===== config.mk =====
export PLATFORM = sky130hd
export DESIGN_NAME = router_fifo_pkt
export DESIGN_NICKNAME = d
export VERILOG_FILES = /design/src/rtl/router_fifo_pkt.sv
export SDC_FILE = /design/constraint.sdc
export NUM_CORES = 1
export LEC_CHECK = 0
export BUFFER_PORTS_ARGS = -buffer_cell sky130_fd_sc_hd__buf_4
export CAP_MARGIN = 15
export CELL_PAD_IN_SITES_DETAIL_PLACEMENT = 1
export CELL_PAD_IN_SITES_GLOBAL_PLACEMENT = 2
export CORE_MARGIN = 5
export CORE_UTILIZATION = 46
export CTS_CLUSTER_SIZE = 20
export DETAILED_ROUTE_END_ITERATION = 10
export GPL_TIMING_DRIVEN = 0
export MAX_ROUTING_LAYER = met4
export PLACE_DENSITY = 0.86
export SLEW_MARGIN = 10
export SYNTH_ARGS = -nofsm -noshare
export SYNTH_HDL_FRONTEND = slang
export SYNTH_SLANG_ARGS = --single-unit

===== constraint.sdc =====
create_clock -name clock -period 5.7 [get_ports clock]
set_clock_uncertainty 0.05 [all_clocks]
set_input_delay 1.14 -clock clock [delete_from_list [all_inputs] [get_ports clock]]
set_output_delay 1.14 -clock clock [all_outputs]
set_load 0.02 [all_outputs]

===== src/rtl/router_fifo_pkt.sv =====
// ----------------------------------------------------------------------------
// router_fifo_pkt
//   Packet-aware FIFO for one router output port. Each entry holds a data word
//   plus a header tag. On the read side a length counter, loaded from the
//   header's length field, marks the header word (rd_sop) and the final parity
//   word (rd_eop). Occupancy comes from wrap-bit pointers, so all DEPTH entries
//   are usable.
//
// Ports
//   clock         rising-edge clock
//   resetn        asynchronous active-low reset
//   soft_reset    synchronous flush (port timeout), active-high
//   write_enb     write request
//   read_enb      read request
//   lfd_state     data_in is a packet header
//   data_in       write data
//   data_out      registered read data; holds when no read is accepted
//   rd_sop        data_out is a header word (1 cycle)
//   rd_eop        data_out is the last word of a packet (1 cycle)
//   full          count == DEPTH
//   empty         count == 0
//   count         current occupancy, 0..DEPTH
//   overflow_err  1-cycle pulse: write requested while full
//   underflow_err 1-cycle pulse: read requested while empty
// ----------------------------------------------------------------------------
module router_fifo_pkt #(
    parameter int DATA_WIDTH = 8,
    parameter int DEPTH      = 16,
    parameter int LEN_LSB    = 2,
    localparam int ADDR_W    = $clog2(DEPTH),
    localparam int LEN_W     = DATA_WIDTH - LEN_LSB,
    localparam int CNT_W     = LEN_W + 2
) (
    input  logic                  clock,
    input  logic                  resetn,
    input  logic                  soft_reset,
    input  logic                  write_enb,
    input  logic                  read_enb,
    input  logic                  lfd_state,
    input  logic [DATA_WIDTH-1:0] data_in,
    output logic [DATA_WIDTH-1:0] data_out,
    output logic                  rd_sop,
    output logic                  rd_eop,
    output logic                  full,
    output logic                  empty,
    output logic [ADDR_W:0]       count,
    output logic                  overflow_err,
    output logic                  underflow_err
);

    // Bit DATA_WIDTH of each entry is the header tag.
    logic [DATA_WIDTH:0] mem [DEPTH];

    logic [ADDR_W:0]     wr_ptr;
    logic [ADDR_W:0]     rd_ptr;
    logic [CNT_W-1:0]    pkt_cnt;
    logic                wr_acc;
    logic                rd_acc;
    logic [DATA_WIDTH:0] rd_word;

    // Words remaining after a header: payload length plus the parity word.
    function automatic logic [CNT_W-1:0] hdr_load(input logic [DATA_WIDTH-1:0] hdr);
        logic [LEN_W-1:0] len;
        len = hdr[DATA_WIDTH-1:LEN_LSB];
        return CNT_W'(len) + CNT_W'(1);
    endfunction

    // The extra wrap bit distinguishes full from empty when the addresses match.
    assign count   = wr_ptr - rd_ptr;
    assign full    = (count == (ADDR_W+1)'(DEPTH));
    assign empty   = (count == '0);

    assign wr_acc  = write_enb & ~full;
    assign rd_acc  = read_enb & ~empty;
    assign rd_word = mem[rd_ptr[ADDR_W-1:0]];

    // Storage is never cleared; a flush only moves the pointers.
    always_ff @(posedge clock) begin
        if (wr_acc && !soft_reset) begin
            mem[wr_ptr[ADDR_W-1:0]] <= {lfd_state, data_in};
        end
    end

    always_ff @(posedge clock or negedge resetn) begin
        if (!resetn) begin
            wr_ptr        <= '0;
            rd_ptr        <= '0;
            pkt_cnt       <= '0;
            data_out      <= '0;
            rd_sop        <= 1'b0;
            rd_eop        <= 1'b0;
            overflow_err  <= 1'b0;
            underflow_err <= 1'b0;
        end else if (soft_reset) begin
            wr_ptr        <= '0;
            rd_ptr        <= '0;
            pkt_cnt       <= '0;
            data_out      <= '0;
            rd_sop        <= 1'b0;
            rd_eop        <= 1'b0;
            overflow_err  <= 1'b0;
            underflow_err <= 1'b0;
        end else begin
            // Error pulses use pre-edge flags: a read in the same cycle does
            // not make room for a write issued while full.
            overflow_err  <= write_enb & full;
            underflow_err <= read_enb & empty;
            rd_sop        <= 1'b0;
            rd_eop        <= 1'b0;

            if (wr_acc) begin
                wr_ptr <= wr_ptr + (ADDR_W+1)'(1);
            end

            if (rd_acc) begin
                rd_ptr   <= rd_ptr + (ADDR_W+1)'(1);
                data_out <= rd_word[DATA_WIDTH-1:0];
                if (rd_word[DATA_WIDTH]) begin
                    // A header always reloads, truncating any open packet.
                    rd_sop  <= 1'b1;
                    pkt_cnt <= hdr_load(rd_word[DATA_WIDTH-1:0]);
                end else if (pkt_cnt > CNT_W'(1)) begin
                    pkt_cnt <= pkt_cnt - CNT_W'(1);
                end else if (pkt_cnt == CNT_W'(1)) begin
                    rd_eop  <= 1'b1;
                    pkt_cnt <= '0;
                end
                // pkt_cnt == 0 and untagged: orphan word, no flags.
            end
        end
    end

endmodule


* Yosys cells after proc, flatten, opt, wreduce, memory -nomap -nowiden
Memory sizes are Yosys's and may differ from the RTL's.
Index checks and enable logic that the tools add are counted.
** Word-level totals
- Register bits :: 30
- Latch bits :: 0
- RAM bits :: 144
- Memory bits (read-only) :: 0
- Input port bits :: 14
- Logic and storage cells :: 53
- Memories kept :: 1
** Memory list
- mem :: words 16, width 9, read ports 1, clocked after memory_dff 0, wr ports 1, line 52 : logic [DATA_WIDTH:0] mem [DEPTH];
** Operators by class
- $add $sub $neg :: 5
- Multipliers :: 0
- Divide/modulo/power cells :: 0
- $lt $le $gt $ge :: 1
- Eq/ne operators :: 2
- Shifts and indexed selects :: 0
- Multiplexer cells :: 23
- Bitwise gates (word level) :: 6
- Reduce and logical (&&, ||, !) cells :: 7
** Operators by type and width (number)
- two-way mux 8 bit :: 7
- two-way mux 5 bit :: 4
- two-way mux 1 bit :: 12
- adder 5 x 1 -> 5 bit, second input constant :: 2
- == test 8 x 1 -> 1 bit, second input constant :: 1
- > comparator 8 x 1 -> 1 bit, second input constant :: 1
- subtractor 8 x 1 -> 8 bit, second input constant :: 1
- adder 6 x 1 -> 7 bit, second input constant :: 1
- == test 5 bit, second input constant :: 1
- logical NOT 5 bit :: 1
- subtractor 5 bit :: 1
- bitwise AND 1 bit :: 4
- nonzero test 2 bit :: 2
- nonzero test 4 bit :: 1
- inverter 1 bit :: 2
- AND reduction 2 bit :: 1
- logical AND 1 bit :: 1
- logical NOT 1 bit :: 1

* Longest topological paths before layout
Gate-level depths: netlist of run 1.
- Word-level depth :: 7
- Gate-level depth with buffers :: 14

* Worst setup path before layout of run 1
Ideal clock, no wire load.
- Kind :: register to register
- Start :: reg rd_ptr[1]
- End :: mem mem[0][0] (netlist name) (enable)
- Library setup time :: 387 ps
- Arrival :: 3860 ps
- Path slack :: 1404 ps
- Stages on the path, launching flop included :: 14
- Buffers on the path :: 4
- Period minus slack after synthesis :: 4296 ps
- Cell sequence :: dfrtp_1 > buf_2 > buf_2 > buf_1 > buf_2 > inv_1 > fa_1 > xor2_1 > nor3_1 > nor4b_1 > o21ai_1 > and3b_1 > nand2_1 > nor3_1
** On the way
- Cells in the longest elaborated chain, start to end :: 7
** Ends and longest elaborated chain
- from (decl) :: line 55 : logic [ADDR_W:0] rd_ptr;
- from (signal assigned) :: line 116 : rd_ptr <= rd_ptr + (ADDR_W+1)'(1);
- subtractor 5 bit :: line 69 : assign count = wr_ptr - rd_ptr;
- via count[2] :: line 46 : output logic [ADDR_W:0] count,
- == test 5 bit :: line 70 : assign full = (count == (ADDR_W+1)'(DEPTH));
- inverter 1 bit :: line 73 : assign wr_acc = write_enb & ~full;
- bitwise AND 1 bit :: line 73
- logical AND 1 bit :: line 79 : if (wr_acc && !soft_reset) begin
- two-way mux 1 bit :: line 79
- two-way mux 1 bit (not written as such) :: line 80 : mem[wr_ptr[ADDR_W-1:0]] <= {lfd_state, data_in};
- to (decl) :: line 52
The timed path passes the listed nets, and every way through them passes these cells.

* Final worst setup path of run 1
- Start :: reg rd_ptr[1]
- End :: out empty
** On the way
- Cells in the longest elaborated chain, start to end :: 2
** Ends and longest elaborated chain
- subtractor 5 bit :: line 69
- logical NOT 5 bit :: line 71 : assign empty = (count == '0);
- to (decl) :: line 45 : output logic empty,
No other way between the ends.

==> metrics.txt, run 1 <==
EDFF count, synth 144; core area 15,800 um2; critical path required time 4.51 ns; Area contributors post-synth edfxtp_1 59%, mux4_2 11%, dfrtp_1 10%; critical path, cell by cell buf_2 > buf_2 > buf_2 > inv_1 > fa_1 > xor2_1 > nor3_1 > nor4b_1 > o21bai_2 > inv_1 > buf_4; Hold Crit Class flop to flop; gr ovfl total 0; Pwr per Cell Area 486 nW/um2; first-pass GRT wire length 27.0 mm; CTS Buf Count 17; via count between 4,000 and 5,000; max-capacitance violation count 0; Reg area between 5000 and 6000 um2; vias in the first global route 4,442; post-cts resize count 0; area grow syn2layout 16.5%; crit-path max FO 19; # hold bufs at CTS 0; met1 Usage GRT 25.2%; Clock Pin Slew Worst Setup and Hold Paths 0.07 ns; unrepaired setup endpoints after global routing false; Slew HR 20.4%; final period utilization 90.0%; Critical Path Max Stage Delay approximately 0.47 ns; Pre-Repair DR Iteration Count 4; Setup crit start kind flop; Syn Std Cell Area 7360 um2; max-slew violations 0; final core utilization 54.4%; share of the synthesized area in the top cell type 58.7%; initial antenna violation count 0; GPL Wtd Cong 0.858; gr usage total 20.9%; nets 529; Leak 3.02 nW; setup_tns 0 ns; Placement Cell Area 7940 um2; Die Span X 137 um; Skew-Pair Late Insertion Delay ~0.44 ns; routed length per instance 24.0 um; pin count of the biggest net entering global routing 31; Hold WS 0.466 ns; met3 Usage GRT 6.32%; post-synthesis async set-or-reset flop share 17.2%; Synth Warn # 0; arrival time worst endpoint 3.94 ns; fill cell count approximately 1,500; Die ar. ~19,000 um2; slowest CP cell buf_2; Ant. Diodes 0; CP most frequent cell buf_2; total power 4.17 mW; Synth area leader edfxtp_1; DP HPWL 11.8 mm; footprint of the multi-input gates about 2200 um2; initial DRC count between 300 and 400; Post-synth top cells 144 x edfxtp_1, 36 x mux4_2, 33 x nor2_1, 30 x dfrtp_1, 27 x nand2_1; Final Setup Violations 0; status complete, no violations; Final Instance Area 8580 um2; drt via density 5.67; met2 Resource Use GR 34.9%; highest clock rate 195 MHz; Final Hold Fails 0; Sink Count 174; Setup Fix Bufs, Post-CTS 0; CTS tree built; Avg Cell Area, Syn 16.5 um2; Antenna Violating Nets Remaining 0; Mapped Cells between 400 and 500; most common cell in the netlist edfxtp_1; # rows 46; CP endpoint kind primary output; Clock Path Buffers 2; die extent in y 137 um; #FFs+latches synth 174; Peak VDD IR 310 uV; total routed wirelength around 18 mm; clk root buf clkbuf_16; layer with the highest usage met2; Netlist cell types between 50 and 60; ys flop type edfxtp_1; # DRC 0; register area share after synthesis 68.9%; Port Buffers 32; Period minus WS final 5.13 ns; kind of critical path flop to primary output; share of layout cells above drive strength 1 25.5%; Initial Util approximately 47%; H-tree levels 4; reg2reg setup slack 0.83 ns; net count after synthesis 472; IO Count 33; Slew @ Worst Pin around 1.2 ns
[metal layers]
metal  wire length [um]  up-vias
met5                  0        -
met4                170        0
met3                737       16
met2               9290       92
met1               7350     2180
li1                   -     1851
[critical path, delay by kind of cell, from the launching register on]
kind	cells	cell delay [ns]
AND/OR/NAND/NOR	2	0.65
XOR/XNOR	1	0.17
AO/OA/AOI/OAI	1	0.22
buffers and inverters	6	1.64
flip-flops	1	0.35
adder cells (fa/ha/maj)	1	0.44
[power by group]
| group | leakage [nW] | switching [mW] | internal, mW | total (mW) |
|---|---|---|---|---|
| combinational | 1.03 | 0.818 | 0.612 | 1.43 |
| sequential | 1.70 | 0.0568 | 1.46 | 1.52 |
| clock | 0.290 | 0.518 | 0.701 | 1.22 |
| total | 3.02 | 1.39 | 2.77 | 4.17 |
[logic make-up after synthesis]
| logic type | after synthesis | synth area share, % |
|---|---|---|
| xor gates and xnor gates | 16 | 1.90 |
| muxes | 44 | 12.1 |
| buffers and inverters | 31 | 2.02 |
| and+or+nand+nor | 112 | 7.61 |
| DFF | 174 | 68.9 |
| AOI/OAI and AO/OA | 55 | 5.15 |
| adders and majority gates | 13 | 2.31 |
[worst paths after layout]
path                            cells after the start           to  startpoint
worst max register to register                     12    mem[7][2]   rd_ptr[1]
worst min-delay path                                2   pkt_cnt[6]  pkt_cnt[6]
max in group asynchronous                           1   pkt_cnt[0]      resetn
min in group asynchronous                           1  data_out[0]      resetn
worst min register to register                      2   pkt_cnt[6]  pkt_cnt[6]
worst max-delay path                               11        empty   rd_ptr[1]
[cell usage in the layout (no fill, tap or decap), drive strengths merged, types with 12 or more instances in the layout]
cell type,Yosys,layout
buf,10,48
a21oi,16,16
nand2,27,27
clkbuf,7,26
o21ai,12,12
inv,14,20
ha,12,12
dfrtp,30,30
nor2,33,33
mux4,36,36
edfxtp,144,144
nor3,12,12
[metrics by stage]
step                instances  setup slack (ns)
floorplan                 445              1.40
finish                    730             0.569
detailed placement        697             0.368
global route              730             0.344
CTS                       728             0.152
global placement          693             0.130
[final cells by class]
cell class / instances / share of cell area (%)
tap: 216 / 3.15
clock buffer: 19 / 5.05
timing repair buffer: 39 / 3.72
buffer: 16 / 1.08
multi-input combinational: 240 / 25.2
clock inverter: 12 / 2.03
sequential: 174 / 59.2
inverter: 14 / 0.613
[flip-flops by register name, summed over array words and instances (netlist names)]
register       cells
rd_ptr             5
wr_ptr             5
rd_eop             1
overflow_err       1
data_out           8
underflow_err      1
rd_sop             1
pkt_cnt            8
mem              144
(Power assumes the default switching activity.)
==> run 2, diff against run 1 <==
HOLD_SLACK_MARGIN = 0.12   (was unset)
MAX_ROUTING_LAYER = unset   (was met4)
PLACE_DENSITY = unset   (was 0.86)
PLACE_DENSITY_LB_ADDON = 0.3   (was unset)
==> run 2 against run 1 <==
Net effect:
- core utilization fell by 0.56 points
- sequential share of layout area rose by 0.62 points
- wire length fell by 4.3%
==> metrics.txt, run 2 (synthesis results as in run 1) <==
status complete, no violations; CTS tree built; Die ar. 18,600 um2; routed length per instance roughly 23 um; drt via density 5.57; Hold WS around 0.47 ns; unrepaired setup endpoints after global routing false; reg2reg setup slack 0.83 ns; first-pass GRT wire length ~26 mm; most frequent cells in the layout 144 x edfxtp_1, 36 x mux4_2, 35 x buf_4; commonest non-fill, non-tap cell in the layout edfxtp_1; DP HPWL roughly 11 mm; Sink Count 174; Clock Power Share 26.6%; Final Instance Area 8490 um2; Clock Pin Slew Worst Setup and Hold Paths 0.06 ns; Leak 2.99 nW; Pre-Repair DR Iteration Count 4; H-tree levels 4; CP endpoint kind primary output; Peak VDD IR around 250 uV; CTS Buf Count 17; Reg area 5070 um2; Pwr per Cell Area 472 nW/um2; clk root buf clkbuf_16; core area roughly 16,000 um2; vias in the first global route around 4,400; final period utilization 89.3%; Hold Crit Class flop to flop; gr ovfl total 0; Port Buffers 32; Final Hold Fails 0; Logic pwr share between 30% and 40%; area grow syn2layout 15.3%; R2R Path Start rd_ptr[1]; Final Setup Violations 0; Clock Path Buffers 2; nets 528; setup_tns 0 ns; crit-path max FO 19; Antenna Violating Nets Remaining 0; # DRC 0; share of layout cells above drive strength 1 25.5%; Skew-Pair Late Insertion Delay ~0.44 ns; total routed wirelength 16.8 mm; final cell count without fillers around 730; IO Count 33; max-slew violations 0; Die Span X 137 um; worst setup path startpoint rd_ptr[1]; worst reg2reg path depth 12; max reg flops between 100 and 150; Slew HR 20.2%; Critical Path End empty; gr usage total 19.5%; kind of critical path flop to primary output; pin count of the biggest net entering global routing 31; worst hold path cell count 2; Critical R2R Capture mem[7][6]; Sw Pwr 1.37 mW; Initial Util between 40% and 50%; footprint of the multi-input gates 2170 um2; post-cts resize count 0; critical path required time 4.51 ns; arrival time worst endpoint between 3 and 4 ns; GPL Wtd Cong 0.820; fill cell count 1,522; Sequential Power Share ~38%; Placement Cell Area 7930 um2; max-capacitance violation count 0; Setup crit start kind flop; placed cell count 697; initial DRC count 242; via count 4,061; Net Sw Frac between 30% and 40%; die extent in y 137 um; Slew @ Worst Pin 1.19 ns; Period minus WS final around 5.1 ns; # rows 46; # hold bufs at CTS 0; initial antenna violation count 0; Setup Fix Bufs, Post-CTS 0; Ant. Diodes 0; internal power 2.64 mW; highest clock rate about 200 MHz
run 2: changes by cell type in the layout (fill, tap and decap cells not counted), sizes merged:
cell | previous run | this run
clkinv | 1 | 8
clkinvlp | 2 | 0
bufinv | 3 | 0
buf | 48 | 47
clkbuf | 26 | 24
run 2: worst min path at each step:
stage / startpoint / end / slack [ns]
4_1_cts: data_out[7] / data_out[7] / 0.48
3_5_place_dp: pkt_cnt[6] / pkt_cnt[6] / 0.45
5_1_grt: data_out[7] / data_out[7] / 0.49
2_1_floorplan: pkt_cnt[6] / pkt_cnt[6] / 0.42
3_3_place_gp: pkt_cnt[6] / pkt_cnt[6] / 0.44
6_report: data_out[1] / data_out[1] / 0.47
run 2: final cells by class:
type                            count  share of cell area [%]
Timing Repair Buffer               38                    3.54
Tap cell                          216                    3.18
Clock inverter                     14                    1.28
Multi-Input combinational cell    240                    25.5
Buffer                             16                    1.09
Inverter                           14                   0.619
Clock buffer                       17                    5.01
Sequential cell                   174                    59.8
run 2: power by group through the flow:
stage	registers [mW]	clock network (mW)	logic, mW
after detailed placement	1.54	0	1.43
after floorplan	1.56	0	0.975
after global placement	1.54	0	1.40
after CTS	1.52	1.09	1.44
final	1.52	1.06	1.42
after global routing	1.53	1.15	1.55
run 2: critical path: stages (launching register included):
cell and delay, ns:
dfrtp_1 0.37, buf_2 0.24, buf_2 0.47, buf_2 0.41
inv_1 0.14, fa_1 0.44, xor2_1 0.18, nor3_1 0.20
nor4b_1 0.42, o21bai_2 0.23, inv_1 0.20, buf_4 0.18
run 2: layer usage:
| layer | global-route usage [%] | routed length, um |
|---|---|---|
| met1 | 24.7 | 6970 |
| met2 | 33.6 | 8800 |
| met3 | 4.30 | 842 |
| met4 | 5.99 | 177 |
| met5 | 0 | 0 |
run 2: per-stage QoR:
stage / worst slack, ns / util (%) / power (mW)
6_report: 0.608 / 53.8 / 4.00
4_1_cts: 0.155 / 53.7 / 4.05
3_3_place_gp: 0.112 / 49.9 / 2.94
5_1_grt: 0.269 / 53.8 / 4.23
2_1_floorplan: 1.40 / - / 2.54
3_5_place_dp: 0.325 / 50.3 / 2.97
